$ cat src/rtl/rr_stream_mux.sv
// rr_stream_mux: N-to-1 valid/ready stream multiplexer with a single registered
// output stage. Selects either a fixed channel (sel) or arbitrates round-robin,
// and tags each output beat with the channel it came from.
//
// Handshake: a beat moves on any interface at a rising clk edge where valid
// and ready are both 1. in_ready is combinational and may depend on in_valid
// (round-robin); producers must not make in_valid depend on in_ready. out_valid
// stays high with out_data/out_ch stable until out_ready accepts the beat.
module rr_stream_mux #(
  parameter int NUM_CH = 4,
  parameter int DATA_W = 8,
  parameter int SEL_W  = 2
) (
  input  logic                     clk,
  input  logic                     rst_n,
  input  logic                     mode,
  input  logic [SEL_W-1:0]         sel,
  input  logic [NUM_CH*DATA_W-1:0] in_data,
  input  logic [NUM_CH-1:0]        in_valid,
  output logic [NUM_CH-1:0]        in_ready,
  output logic [DATA_W-1:0]        out_data,
  output logic [SEL_W-1:0]         out_ch,
  output logic                     out_valid,
  input  logic                     out_ready
);

  // Round-robin pointer: channel searched first on the next arbitration.
  logic [SEL_W-1:0]  ptr;
  logic              load_en;
  logic [SEL_W-1:0]  grant;
  logic              grant_ok;
  logic [DATA_W-1:0] grant_data;
  logic              xfer;

  // The output register can take a new beat when empty or being drained.
  assign load_en = !out_valid || out_ready;

  // Candidate channel: sel in fixed mode, else first valid channel from ptr.
  always_comb begin
    int best_d;
    int d;
    grant    = '0;
    grant_ok = 1'b0;
    best_d   = NUM_CH;
    d        = 0;
    if (!mode) begin
      if (int'(sel) < NUM_CH) begin
        grant    = sel;
        grant_ok = 1'b1;
      end
    end else begin
      for (int i = 0; i < NUM_CH; i++) begin
        // Distance of channel i from ptr in search order.
        d = i - int'(ptr);
        if (d < 0) d = d + NUM_CH;
        if (in_valid[i] && d < best_d) begin
          best_d   = d;
          grant    = SEL_W'(i);
          grant_ok = 1'b1;
        end
      end
    end
  end

  // Only the candidate channel sees ready, and only when the stage can load.
  always_comb begin
    in_ready = '0;
    if (rst_n && grant_ok && load_en) begin
      for (int i = 0; i < NUM_CH; i++) begin
        if (int'(grant) == i) in_ready[i] = 1'b1;
      end
    end
  end

  // Data of the candidate channel.
  always_comb begin
    grant_data = '0;
    for (int i = 0; i < NUM_CH; i++) begin
      if (int'(grant) == i) grant_data = in_data[i*DATA_W +: DATA_W];
    end
  end

  assign xfer = |(in_ready & in_valid);

  // Output stage and round-robin pointer.
  always_ff @(posedge clk) begin
    if (!rst_n) begin
      out_valid <= 1'b0;
      out_data  <= '0;
      out_ch    <= '0;
      ptr       <= '0;
    end else if (xfer) begin
      out_valid <= 1'b1;
      out_data  <= grant_data;
      out_ch    <= grant;
      if (mode) begin
        ptr <= (int'(grant) == NUM_CH - 1) ? '0 : grant + SEL_W'(1);
      end
    end else if (out_ready) begin
      // Drain: data and channel keep their last value.
      out_valid <= 1'b0;
    end
  end

endmodule

$ cat config.mk
export PLATFORM = sky130hd
export DESIGN_NAME = rr_stream_mux
export DESIGN_NICKNAME = d
export VERILOG_FILES = /design/src/rtl/rr_stream_mux.sv
export SDC_FILE = /design/constraint.sdc
export NUM_CORES = 1
export LEC_CHECK = 0
export CELL_PAD_IN_SITES_DETAIL_PLACEMENT = 1
export CELL_PAD_IN_SITES_GLOBAL_PLACEMENT = 1
export CORE_ASPECT_RATIO = 1.2
export CORE_MARGIN = 2
export CORE_UTILIZATION = 23
export DETAILED_ROUTE_END_ITERATION = 16
export GPL_ROUTABILITY_DRIVEN = 0
export PLACE_DENSITY_LB_ADDON = 0.2
export SYNTH_ARGS = -nofsm -noshare
export SYNTH_HDL_FRONTEND = slang
export SYNTH_SLANG_ARGS = --single-unit
$ cat constraint.sdc
create_clock -name clk -period 5.3 [get_ports clk]
set_input_delay 1.06 -clock clk [delete_from_list [all_inputs] [get_ports clk]]
set_output_delay 1.06 -clock clk [all_outputs]
set_load 0.05 [all_outputs]
# After elaboration in Yosys (flattened, before gate mapping)
# Cells that the tools add are included.
word_totals:
  reg_bits: 13
classes:
  add_sub_neg: 9
  n_lt_le_gt_ge: 8
  eq_ne: 3
  n_mux: 35
  bitwise_logic: 1
  reduce_logical: 12
ops:
  columns: ["cell", "count"]
  rows:
  - ["two-way mux 32 bit", 14]
  - ["less-than comparator 32 bit", 3]
  - ["less-than comparator 32 x 4 -> 1 bit (second input constant)", 1]
  - ["two-way mux 8 bit", 4]
  - ["adder 3 x 4 -> 5 bit (second input constant)", 4]
  - ["less-than comparator 3 x 1 -> 1 bit (second input constant)", 4]
  - ["two-way mux 1 bit", 12]
  - ["two-way mux 2 bit", 4]
  - ["logical AND 1 bit", 6]
  - ["subtractor 1 x 2 -> 3 bit (first input constant)", 2]
  - ["subtractor 2 x 2 -> 3 bit (first input constant)", 2]
  - ["AND 4 bit", 1]
  - ["equality test 2 bit (second input constant)", 2]
  - ["two-way mux 4 bit", 1]
  - ["OR reduction 4 bit", 1]
  - ["adder 2 x 1 -> 2 bit (second input constant)", 1]
  - ["equality test 2 x 1 -> 1 bit (second input constant)", 1]
  - ["zero test 2 bit", 1]
  - ["AND reduction 2 bit", 1]
  - ["nonzero test 2 bit", 1]
  - ["zero test 1 bit", 1]
  - ["logical OR 1 bit", 1]

# Logic depth before layout (Yosys ltp)
depth:
  depth_word: 26
  depth_mapped: 24
  ltp_nobuf: 20

# Worst setup path before layout
# Ideal clock, no wire load.
synth_timing:
  kind: "input-to-output"
  from: "in in_valid[0]"
  to: "out in_ready[2]"
  t_arrival_ps: 4648
  t_required_ps: 4240
  slack_ps: -408
  path_stages: 18
  path_cell_list: "buf_6 -> nand2b_1 -> a21oi_1 -> a31oi_1 -> ha_1 -> o22ai_1 -> o21ai_0 -> nor2_1 -> a21o_1 -> ha_1 -> nor2_1 -> o21ai_0 -> nand2_1 -> o41ai_1 -> ha_1 -> clkbuf_1 -> clkbuf_1 -> and2_1"
synth_via:
  elab_chain_cells: 18
synth_lines:
  columns: ["element", "line_no", "rtl"]
  rows:
  - ["from (decl)", "19", "input logic [NUM_CH-1:0] in_valid,"]
  - ["logical AND 1 bit (*)", "56", "if (in_valid[i] && d < best_d) begin"]
  - ["two-way mux 32 bit", "56", null]
  - ["two-way mux 32 bit", "46", "if (!mode) begin"]
  - ["less-than comparator 32 bit", "56", null]
  - ["logical AND 1 bit", "56", null]
  - ["two-way mux 32 bit", "56", null]
  - ["two-way mux 32 bit", "46", null]
  - ["less-than comparator 32 bit", "56", null]
  - ["(+2 left out)", null, null]
  - ["two-way mux 32 bit", "46", null]
  - ["less-than comparator 32 bit", "56", null]
  - ["logical AND 1 bit", "56", null]
  - ["two-way mux 2 bit or two-way mux 1 bit (tied branches)", "56", null]
  - ["two-way mux 2 bit or two-way mux 1 bit (tied branches)", "46", null]
  - ["equality test 2 bit or logical AND 1 bit (tied branches)", "70, 68", null]
  - ["two-way mux 1 bit or logical AND 1 bit (tied branches)", "70, 68", null]
  - ["two-way mux 4 bit (*)", "68", "if (rst_n && grant_ok && load_en) begin"]
  - ["to (decl)", "20", "output logic [NUM_CH-1:0] in_ready,"]
# Mark *: on every way between the ends. The rest lies on a longest branch, timed or not. The select of a mux whose other input is x is not followed.

# Worst setup path in the final report
layout_timing:
  from: "in in_valid[1]"
  to: "out in_ready[3]"
layout_via:
  elab_chain_cells: 14
layout_lines:
  columns: ["element", "line_no", "rtl"]
  rows:
  - ["logical AND 1 bit (*)", "56", null]
  - ["two-way mux 32 bit", "56", null]
  - ["two-way mux 32 bit", "46", null]
  - ["less-than comparator 32 bit", "56", null]
  - ["logical AND 1 bit", "56", null]
  - ["two-way mux 32 bit", "56", null]
  - ["two-way mux 32 bit", "46", null]
  - ["less-than comparator 32 bit", "56", null]
  - ["logical AND 1 bit", "56", null]
  - ["two-way mux 2 bit (*)", "56", null]
  - ["two-way mux 2 bit (*)", "46", null]
  - ["net grant[0]", "30", "logic [SEL_W-1:0] grant;"]
  - ["equality test 2 x 1 -> 1 bit (*)", "70", "if (int'(grant) == i) in_ready[i] = 1'b1;"]
  - ["two-way mux 1 bit (*)", "70", null]
  - ["two-way mux 4 bit (*)", "68", null]
# Mark *: on every way through the listed nets, which the timed path passes. The rest lies on a longest branch. The select of a mux whose other input is x is not followed.

==> run metrics <==
largest net degree at the start of global routing=20; final net count=257; Synth top cells by count=20 x a21oi_1, 14 x o21ai_0, 13 x dfxtp_1; Worst Hold Class=reg2reg; initial drt markers=41; ANT cells=0; CP Max Fanout=5; Routed Antenna Nets=0; WHS Endpoint=out_ch[0]; Final Hold Viols=0; R2R setup slack=1.13 ns; Initial Utilization=0.240; Relative slew margins=0.653; Power Density=270 nW/um2; YS warnings=0; CP max-delay cell=o41ai_4; Critical Path RT=4.24 ns; max-cap violations=0; Clk Latency, worst-skew pair=0.24 ns; Port Buffers=56; H-tree levels=1; status=completed; root buf cell=clkbuf_8; final setup margin=0.0919 ns; post-synth cell types=32; full die area=5040 um2; Power, Total=0.000510 W; register area share after synthesis=0.252; drt pass-1 iters=4; Synth Register Bits=13; worst r2r src=ptr[0]; first-pass GRT wire length=6120 um; num ports=57; Worst-path clk slew=0.05 ns; WL final=3950 um; post-synthesis share of cell area spent on xor and xnor gates=0.00850; post-synthesis adder-cell area fraction=0.0728; main combinational cell family by area after synthesis=compound AO/OA/AOI/OAI gates; Post-Syn Nets=186; crit path DAT=4.15 ns; CP endpoint kind=output pin; Crit path largest cell delay=0.39 ns; CTS Sinks=13; Area growth syn-to-layout=83.0%; worst hold start=out_ch[0]; EDFF count, synth=0; layout cell share with drive strength beyond 1=0.216; Mapped Cells=138; width of the die=65.1 um; Avg Cell Area, Syn=7.47 um2; via count=1,298; ys flop type=dfxtp_1; initial antenna violation count=0; reg2reg path depth=21; Synth async-reset ratio=0; Netlist Area Pre-Place=1030 um2; mux cell area share after synthesis=0; Post-DP HPWL=3120 um; deepest clock path buffer count=2; Avg WL per Cell=15.0 um; CTS tree=done; Max Clk Rate=192 MHz; startpoint types=primary input; DRC viols=0; Max VDD drop=194 uV; GRT Residual Overflow=0; critical-path cell list=clkdlybuf4s15_1 -> nand2b_4 -> a21oi_1 -> a31oi_1 -> ha_2 -> o22ai_2 -> o21ai_2 -> nor2_1 -> a21o_1 -> ha_1 -> nor2_1 -> o21ai_1 -> nand2_1 -> o41ai_4 -> inv_1 -> ha_2 -> and2_2 -> buf_6; die height=77.3 um; Buf/Inv on CP=3; top-area cell type share of the netlist area=0.252; core area=4290 um2; Static Leak=0.736 nW; top post-synthesis cells by area=dfxtp_1 25%, a21oi_1 9.7%, ha_1 7.3%, o21ai_0 6.8%, nor2b_1 6.7%; period utilization=0.983; worst-case clock skew=0.00163 ns; area fraction in and, or, nand and nor cells after synthesis=0.251; CP top delay family=compound AO/OA/AOI/OAI gates; R2R Path End=ptr[1]; Total GRT Usage=0.153; most frequent cell after synthesis=a21oi_1; Setup CP Type=in2out; final setup vio count=0; vias in the first global route=1,360; Critical Path Source=in_valid[1]; Slew @ Worst Pin=0.519 ns; Placement Setup Slack=-0.279 ns; post-route minimum period=5.21 ns; worst hold stages=2; drt via density=4.92; Placed Cells=251; row cnt=26; CTS Buf Count=3; compound-gate portion of the synthesized area=0.334; final slew viol count=0; Post-Layout Cell Count=264; area leader, netlist=dfxtp_1
## flip-flops by register name, summed over array words and instances (netlist names)
name       flops
out_data       8
out_ch         2
ptr            2
out_valid      1
## power breakdown
group	leakage (nW)	switching (W)	total, W	internal [W]
logic	0.606	0.000162	0.000302	0.000140
clock network	0.0228	0.0000320	0.0000849	0.0000529
registers	0.107	0.0000104	0.000123	0.000112
## area by class of cell
| type | instances | area [um2] |
|---|---|---|
| timing repair buffer | 76 | 736 |
| tap | 56 | 70.1 |
| clock buffer | 4 | 45.0 |
| fill | 546 | 2410 |
| sequential | 13 | 260 |
| multi-input combinational | 109 | 753 |
| inverter | 6 | 22.5 |
## metal layers
layer | wire (um) | track usage | share of wire
met1 | 1400 | 0.157 | 0.35
met2 | 2240 | 0.314 | 0.57
met3 | 274 | 0.0435 | 0.069
met4 | 41 | 0 | 0.010
met5 | 0 | 0 | 0
## per-stage QoR
step	instance area [um2]	utilization	setup TNS, ns	hold slack, ns
floorplan	1050	-	0	0.654
global placement	1720	0.401	-0.229	0.471
detailed placement	1720	0.401	-1.11	0.482
CTS	1820	0.423	-0.00211	0.492
global route	1890	0.439	-0.409	0.513
finish	1890	0.439	0	0.484
## layout by cell type, fill, tap and decap left out, drive strengths merged, types with 2 or more instances in the layout
cell type	count
buf	24
nand2	8
dfxtp	13
clkdlybuf4s50	50
and2	5
a221oi	7
nor2	5
nand3	3
o21ai	14
ha	6
nor3	10
nor2b	11
o22ai	2
a21oi	20
inv	6
nand2b	3
clkbuf	4
a22oi	2
## worst reg2reg max path, cell delays in order, from the launching register on
cell and delay (ns):
dfxtp_1 0.50, nand2b_1 0.16, a21oi_1 0.07, a31oi_1 0.20, ha_2 0.25, nor3_1 0.06, o21ai_2 0.19, nor2_1 0.07
a21o_1 0.16, ha_1 0.27, nor2_1 0.05, o21ai_1 0.18, nand2_1 0.14, o41ai_4 0.39, inv_1 0.12, ha_2 0.20
buf_4 0.19, a22oi_1 0.17, nand2_1 0.09, and2_4 0.23, and3_4 0.19, o21a_1 0.17
## how the worst max path moves through the flow
stage | to | slack [ns] | cells after the start
3_5_place_dp | in_ready[3] | -0.28 | 18
3_3_place_gp | in_ready[3] | -0.08 | 18
2_1_floorplan | in_ready[3] | 0.02 | 19
5_1_grt | in_ready[3] | -0.12 | 18
4_1_cts | in_ready[3] | -0.002 | 18
6_report | in_ready[3] | 0.09 | 18
## cells by family (layout without fill, tap and decap cells)
logic type                 count (synthesis)  in the layout
AOI/OAI and AO/OA                         54             54
and+or+nand+nor                           48             48
buffers and inverters                     16             86
DFF                                       13             13
adders and majority gates                  6              6
xor gates and xnor gates                   1              1
## what timing repair did
action,CTS,global route
pin swaps,4,5
setup endpoints to repair,4,4
resized for setup,7,9
hold buffers,0,0
buffers inserted,4,5
Power figures use the tool's default switching activity.
